## config.mk

```make
export PLATFORM = sky130hd
export DESIGN_NAME = wb_pipe_reg
export DESIGN_NICKNAME = d
export VERILOG_FILES = /design/src/rtl/wb_pipe_reg.sv
export SDC_FILE = /design/constraint.sdc
export NUM_CORES = 1
export LEC_CHECK = 0
export CAP_MARGIN = 40
export CORE_MARGIN = 1.5
export CORE_UTILIZATION = 45
export DETAILED_ROUTE_END_ITERATION = 16
export PLACE_DENSITY = 0.87
export REMOVE_ABC_BUFFERS = 1
export SYNTH_ARGS = -nofsm -noshare
export SYNTH_HDL_FRONTEND = slang
export SYNTH_SLANG_ARGS = --single-unit
```

## constraint.sdc

```tcl
create_clock -name clk_WBP -period 3.4 [get_ports clk_WBP]
set_clock_uncertainty 0.1 [all_clocks]
set_input_delay 0.51 -clock clk_WBP [delete_from_list [all_inputs] [get_ports clk_WBP]]
set_output_delay 0.51 -clock clk_WBP [all_outputs]
set_load 0.05 [all_outputs]
```

## src/rtl/wb_pipe_reg.sv

```systemverilog
// MEM/WB pipeline register built as a 2-entry in-order FIFO (head + skid slot).
// in_ready depends only on registered state, so there is no ready path through this stage.
module wb_pipe_reg #(
    parameter int unsigned DATA_W = 32,
    parameter int unsigned REG_AW = 5
) (
    input  logic              clk_WBP,
    input  logic              rst_WBP,
    input  logic              in_valid,
    output logic              in_ready,
    input  logic [DATA_W-1:0] data_in,
    input  logic [DATA_W-1:0] alu_in,
    input  logic [REG_AW-1:0] dst_in,
    input  logic [1:0]        wb_in,
    input  logic              flush,
    output logic              out_valid,
    input  logic              out_ready,
    output logic [DATA_W-1:0] data_out,
    output logic [DATA_W-1:0] alu_out,
    output logic [REG_AW-1:0] dst_out,
    output logic              regwrite_out,
    output logic              memtoreg_out,
    output logic [DATA_W-1:0] wb_value,
    input  logic [REG_AW-1:0] fwd_src_a,
    input  logic [REG_AW-1:0] fwd_src_b,
    output logic              fwd_hit_a,
    output logic              fwd_hit_b,
    output logic [1:0]        occupancy
);

    typedef struct packed {
        logic [DATA_W-1:0] data;
        logic [DATA_W-1:0] alu;
        logic [REG_AW-1:0] dst;
        logic              rw;
        logic              m2r;
    } entry_t;

    entry_t head_q, head_d, skid_q, skid_d, in_entry;
    logic   head_vld_q, head_vld_d, skid_vld_q, skid_vld_d;
    logic   accept, drain;

    assign in_ready = ~skid_vld_q;
    assign accept   = in_valid & in_ready;
    assign drain    = head_vld_q & out_ready;

    always_comb begin
        in_entry.data = data_in;
        in_entry.alu  = alu_in;
        in_entry.dst  = dst_in;
        // Register 0 is hardwired, so a write to it is dropped at capture.
        in_entry.rw   = wb_in[1] & (dst_in != '0);
        in_entry.m2r  = wb_in[0];
    end

    always_comb begin
        head_d     = head_q;
        skid_d     = skid_q;
        head_vld_d = head_vld_q;
        skid_vld_d = skid_vld_q;
        if (flush) begin
            head_vld_d = 1'b0;
            skid_vld_d = 1'b0;
        end else if (skid_vld_q) begin
            if (drain) begin
                head_d     = skid_q;
                skid_vld_d = 1'b0;
            end
        end else if (head_vld_q) begin
            if (accept && drain) begin
                head_d = in_entry;
            end else if (accept) begin
                skid_d     = in_entry;
                skid_vld_d = 1'b1;
            end else if (drain) begin
                head_vld_d = 1'b0;
            end
        end else if (accept) begin
            head_d     = in_entry;
            head_vld_d = 1'b1;
        end
    end

    always_ff @(posedge clk_WBP) begin
        if (rst_WBP) begin
            head_q     <= '0;
            skid_q     <= '0;
            head_vld_q <= 1'b0;
            skid_vld_q <= 1'b0;
        end else begin
            head_q     <= head_d;
            skid_q     <= skid_d;
            head_vld_q <= head_vld_d;
            skid_vld_q <= skid_vld_d;
        end
    end

    assign out_valid    = head_vld_q;
    assign data_out     = head_q.data;
    assign alu_out      = head_q.alu;
    assign dst_out      = head_q.dst;
    assign regwrite_out = head_q.rw & head_vld_q;
    assign memtoreg_out = head_q.m2r;
    assign wb_value     = head_q.m2r ? head_q.data : head_q.alu;
    assign fwd_hit_a    = regwrite_out & (head_q.dst != '0) & (head_q.dst == fwd_src_a);
    assign fwd_hit_b    = regwrite_out & (head_q.dst != '0) & (head_q.dst == fwd_src_b);
    assign occupancy    = {1'b0, head_vld_q} + {1'b0, skid_vld_q};

endmodule

```

==> out/qor.yml, run 1 <==
status:
  status: "finished, final reports clean"
final_layout:
  final_cell_mix: "clkdlybuf4s50_1 (193), nand2_1 (143), dfxtp_1 (142), a21oi_1 (73), nor3_1 (72)"
  drive_gt1_frac: 0.174
  nFillCells: 1322
  synthToLayoutAreaGrowth_pct: 30.3
  final_common_cell: "clkdlybuf4s50_1"
  final_nets: 957
  insertedDiodeCount: 0
  final_core_util: 0.595
critical_path:
  critPathCapture: "wb_value[23]"
  worstPathArrival_ns: 2.41
  critPathMaxFanout: 19
  reg2reg_from: "out_valid"
  cp-start-kind: "flip-flop"
  crit_start: "memtoreg_out"
  cp.required_ns: 2.79
  reg2reg_depth: 6
  ff2ff_setup_slack_ns: 1.11
  path_class: "reg2out"
  end_kind: "output port"
  rr_endpoint: "data_out[10]"
floorplan:
  dieArea_sq_um: 16800
  chipWidth_um: 129
  rows: 46
  io_pins: 195
  core_area_sq_um: 15800
  initial_utilization: 0.456
  die_h_um: 129
yosys:
  yosys_warnings: 0
  synth_compound_area_frac: 0.182
  yosys.area_share.simple: 0.136
  syn_inst: 776
  synth_edf_count: 0
  syn_avg_cell_area_sq_um: 9.28
  synthAdderAreaFrac: 0.00521
  synth_area_leaders: "dfxtp_1 (40%), a211oi_2 (12%), mux2i_1 (9.9%), buf_4 (7.7%), nand2_1 (7.5%)"
  syn_area_sq_um: 7200
  async_flop_share: 0
  synth_ff_type: "dfxtp_1"
  synth_mux_area_frac: 0.149
  yosys.area.top_type_share: 0.400
  synth_top_family_by_area: "compound AO/OA/AOI/OAI gates"
  synth_area_leader_cell: "dfxtp_1"
  ys_seq_area_frac: 0.400
  synth-xor-area-share: 0.0122
  synth_cell_type_count: 31
  ys_ff_latch: 144
clock_tree:
  h-tree-depth: 4
  cts_setup_buffers: 0
  clock_path_buffers: 2
  insertion_delay_ns: 0.41
  cts.sinks: 144
  numCtsBuffers: 17
  cts_resized: 0
  cts_tree: "built"
  cts_root_buf: "clkbuf_16"
  path_clk_slew_ns: 0.06
  hold_buffers: 0
drt:
  routed_via_density: 5.32
  drt_iter0_drc: 357
  routed_wl_um: 18000
  drtAntennaViolNets: 0
  drt-pass1-iter-count: 4
  num_vias: 5831
  avgRoutedWirePerCell_um: 16.4
  drc_errors: 0
global_routing:
  grt_pass1_vias: 5770
  grt_max_degree: 83
  grt_antenna_before_repair: 0
  track_usage: 0.214
  grt_overflow: 0
  grt_pass1_wl_um: 28300
timing:
  worst_pin_slew_ns: 0.797
  setup_tns_ns: 0
  max_freq_mhz: 331
  relSlewSlack: 0.468
  hold_violations: 0
  rsz0062_at_grt: "false"
  setup_viol: 0
  drv_slew: 0
  period_needed_ns: 3.02
  post-route-period-util: 0.888
place:
  post-dp-hpwl_um: 11700
  place.gp.congestion: 0.736
  portBuffers: 194
power:
  power_density_nw_per_um2: 525
  finalPower_w: 0.00493
  p_leak_nw: 3.04
  ir_worst_vdd_mv: 0.296
min_path:
  hold_path_class: "reg2reg"
flow_run:
  maxCapViolations: 0
[routing by layer]
metal,part of all wire,global-route usage,up-vias
met3,0.051,0.0533,21
met4,0.016,0.0824,0
met2,0.50,0.370,165
met5,0,0,-
met1,0.43,0.255,2813
li1,-,-,2832
[cell families after synthesis]
| family | Yosys count |
|---|---|
| AO/OA/AOI/OAI | 149 |
| adder cells (fa/ha/maj) | 3 |
| XOR/XNOR | 10 |
| buffers and inverters | 139 |
| flip-flops | 144 |
| AND/OR/NAND/NOR | 228 |
| multiplexers | 103 |
[power breakdown]
group / internal (W) / switching [W] / total (W)
Clock: 0.00121 / 0.000703 / 0.00191
Combinational: 0.000458 / 0.000703 / 0.00116
Sequential: 0.00177 / 0.0000801 / 0.00185
Total: 0.00344 / 0.00149 / 0.00493
[stage by stage]
step           hold slack, ns  instances  setup WS [ns]  instance area [sq um]
2_1_floorplan           0.330        641          -5.05                   6380
3_3_place_gp            0.341       1065          0.516                   8770
3_5_place_dp            0.346       1065          0.440                   8770
4_1_cts                 0.354       1096          0.341                   9380
5_1_grt                 0.370       1096          0.258                   9380
6_report                0.351       1096          0.381                   9380
[final cells by class]
class                      instances  area, sq um  share of cell area
multi-input combinational        493         3490               0.372
clock inverter                     9          133              0.0141
clock buffer                      22          474              0.0506
tap                              216          270              0.0288
inverter                           4         15.0             0.00160
timing repair buffer             208         2110               0.225
sequential                       144         2890               0.308
[Yosys cell counts, types with 2 or more instances]
cell	count
nor4_1	2
buf_4	74
inv_1	3
xor2_1	4
nor2_1	2
mux2i_1	71
nand3_1	2
a211oi_2	70
nor3_1	72
ha_1	3
nand2_1	143
xnor2_1	6
a21oi_1	73
buf_6	3
dfxtp_1	144
mux2_2	32
clkbuf_1	48
buf_2	10
or4_1	2
[flip-flops by register name, indices dropped and copies added (netlist names)]
signal        cells
head_q            1
data_out         32
dst_out           5
skid_q           71
memtoreg_out      1
alu_out          32
out_valid         1
skid_vld_q        1
[worst max-delay path, cell delays in order (launching register included)]
cell and delay [ns]:
dfxtp_2 0.65, buf_12 0.25, mux2_2 0.36, clkdlybuf4s50_1 0.74
[worst min path at each step]
stage | startpoint | to | slack (ns) | cells past startpoint
after floorplan | skid_q[1] | skid_q[1] | 0.33 | 2
after global placement | skid_q[36] | skid_q[36] | 0.34 | 2
after detailed placement | skid_q[29] | skid_q[29] | 0.35 | 2
after CTS | skid_q[29] | skid_q[29] | 0.35 | 2
after global routing | skid_q[30] | skid_q[30] | 0.37 | 2
final | skid_q[21] | skid_q[21] | 0.35 | 2
Note: power is estimated with default switching activity, not from simulation.
==> run 2: changes to the inputs <==
CELL_PAD_IN_SITES_DETAIL_PLACEMENT = 1   (was unset)
CELL_PAD_IN_SITES_GLOBAL_PLACEMENT = 1   (was unset)
CORE_ASPECT_RATIO = 1.4   (was unset)
CORE_UTILIZATION = 36   (was 45)
PLACE_DENSITY = 0.92   (was 0.87)
clock period = 3.29 ns   (was 3.4 ns; I/O delays follow)
==> run 2 against run 1 <==
  * Largest power group unchanged
  * Largest cell class unchanged
  * Critical path depth increased by 1
  * Die area rose by 24%
  * Sequential power grew 3%
  * Routed wire length increased by 17%
==> out/qor.yml, run 2 (same netlist as run 1, synthesis figures left out) <==
drt:
  wl_met1_um: 8250  # was 7820 um
  drc_errors: 0  # unchanged
  drt_iter0_drc: 225  # was 357
  drtAntennaViolNets: 0  # unchanged
  num_vias: 5915  # was 5831
  routed_via_density: 5.23  # was 5.32
  routed_wl_um: 21000  # was 18000 um
  top_layer: "met5"  # was met4
  met3_wirelength_um: 938  # was 913 um
  route.met2.wl_um: 11300  # was 8970 um
  drt-pass1-iter-count: 4  # unchanged
  avgRoutedWirePerCell_um: 18.5  # was 16.4 um
clock_tree:
  cts_setup_buffers: 0  # unchanged
  cts_tree: "built"  # unchanged
  cts_resized: 0  # unchanged
  cts.sinks: 144  # unchanged
  hold_buffers: 0  # unchanged
  cts_root_buf: "clkbuf_16"  # unchanged
  insertion_delay_ns: 0.41  # about the same
  h-tree-depth: 4  # unchanged
  numCtsBuffers: 17  # unchanged
  path_clk_slew_ns: 0.06  # about the same
  clock_path_buffers: 2  # unchanged
global_routing:
  grt_pass1_vias: 6342  # was 5770
  grt_antenna_before_repair: 2  # was 0
  grt_max_degree: 72  # was 83
  track_usage: 0.203  # was 0.214
  grt_pass1_wl_um: 32900  # was 28300 um
  grt_overflow: 0  # unchanged
place:
  portBuffers: 194  # unchanged
  dpl_worst_slack_ns: 0.345  # was 0.440 ns
  post-dp-hpwl_um: 13200  # was 11700 um
  place.gp.congestion: 0.727  # was 0.736
flow_run:
  maxCapViolations: 0  # unchanged
final_layout:
  nFillCells: 2207  # was 1322
  regArea_sq_um: 2890  # unchanged
  final_core_util: 0.478  # was 0.595
  largest_reg_flops: 71  # unchanged
  top_register: "skid_q"  # unchanged
  final_common_cell: "clkdlybuf4s50_1"  # unchanged
  final_cell_mix: "clkdlybuf4s50_1 (193), nand2_1 (143), dfxtp_1 (142), a21oi_1 (73), nor3_1 (72)"  # unchanged
  final_nets: 954  # was 957
  synthToLayoutAreaGrowth_pct: 31.3  # was 30.3%
  drive_gt1_frac: 0.174  # about the same
  multiInputGateArea_sq_um: 3490  # unchanged
timing:
  period_needed_ns: 2.97
  worst_pin_slew_ns: 0.852  # was 0.797 ns
  hold_violations: 0  # unchanged
  setup_viol: 0  # unchanged
  max_freq_mhz: 337
  relSlewSlack: 0.432  # was 0.468
  rsz0062_at_grt: "false"  # unchanged
  drv_slew: 0  # unchanged
  post-route-period-util: 0.903
  setup_ws_ns: 0.320  # was 0.381 ns
critical_path:
  reg2reg_depth: 6  # unchanged
  worstPathArrival_ns: 2.38  # was 2.41 ns
  end_kind: "output port"  # unchanged
  cp-start-kind: "flip-flop"  # unchanged
  cp.required_ns: 2.70  # was 2.79 ns
  critPathMaxFanout: 9  # was 19
  path_class: "reg2out"  # unchanged
floorplan:
  chipWidth_um: 123  # was 129 um
  die_h_um: 170  # was 129 um
  rows: 61  # was 46
  core_area_sq_um: 19800  # was 15800 sq um
  initial_utilization: 0.364  # was 0.456
  io_pins: 195  # unchanged
  dieArea_sq_um: 20900  # was 16800 sq um
power:
  ir_worst_vdd_mv: 0.309  # was 0.296 mV
  power_density_nw_per_um2: 550  # was 525 nW/um^2
  p_leak_nw: 3.04  # about the same
min_path:
  holdPathStages: 2  # unchanged
  hold_path_class: "reg2reg"  # unchanged
status:
  status: "finished, final reports clean"  # unchanged
==> run 2: stage by stage <==
stage	hold slack, ns	setup TNS, ns	area (sq um)	instances	power [W]
floorplan	0.330	-519.98	6380	641	0.00268
CTS	0.356	0	9450	1130	0.00526
global placement	0.341	0	8800	1098	0.00314
global route	0.374	0	9450	1131	0.00539
finish	0.354	0	9450	1131	0.00520
detailed placement	0.348	0	8800	1098	0.00317
==> run 2: power breakdown <==
part	internal [W]	total, W	switching, W
clock network	0.00131	0.00208	0.000772
logic	0.000470	0.00121	0.000742
registers	0.00183	0.00191	0.0000799
total	0.00361	0.00520	0.00159
==> run 2: cell type report <==
type / count / share of cell area
multi-input cells: 493 / 0.369
flip-flops and latches: 144 / 0.306
repair buffers: 205 / 0.222
clock buffers: 21 / 0.0520
well taps: 252 / 0.0334
clock inverters: 11 / 0.0160
inverters: 4 / 0.00159
diodes: 1 / 0.000265
==> run 2: path summary, 6_finish.rpt <==
kind / slack, ns / startpoint / end
max: 0.32 / out_valid / fwd_hit_a
min: 0.35 / skid_q[33] / skid_q[33]
max reg2reg: 0.91 / out_valid / data_out[6]
min reg2reg: 0.35 / skid_q[33] / skid_q[33]
==> run 2: worst max-delay path: stages (launching register included) <==
cell and delay [ns]:
dfxtp_1 0.48, and2_1 0.21, o21ai_1 0.11, nor4_1 0.31, clkdlybuf4s50_1 0.85
==> run 2: routing by layer <==
layer,up-vias,track usage
li1,2817,-
met1,2927,0.217
met2,141,0.380
met3,28,0.0436
met4,2,0.0804
met5,-,0
==> run 3: changes to the inputs <==
CAP_MARGIN = 20   (was 40)
CTS_CLUSTER_SIZE = 16   (was unset)
==> results of run 3 <==
No change in the layout: final DEF, timing and power equal those of run 2.
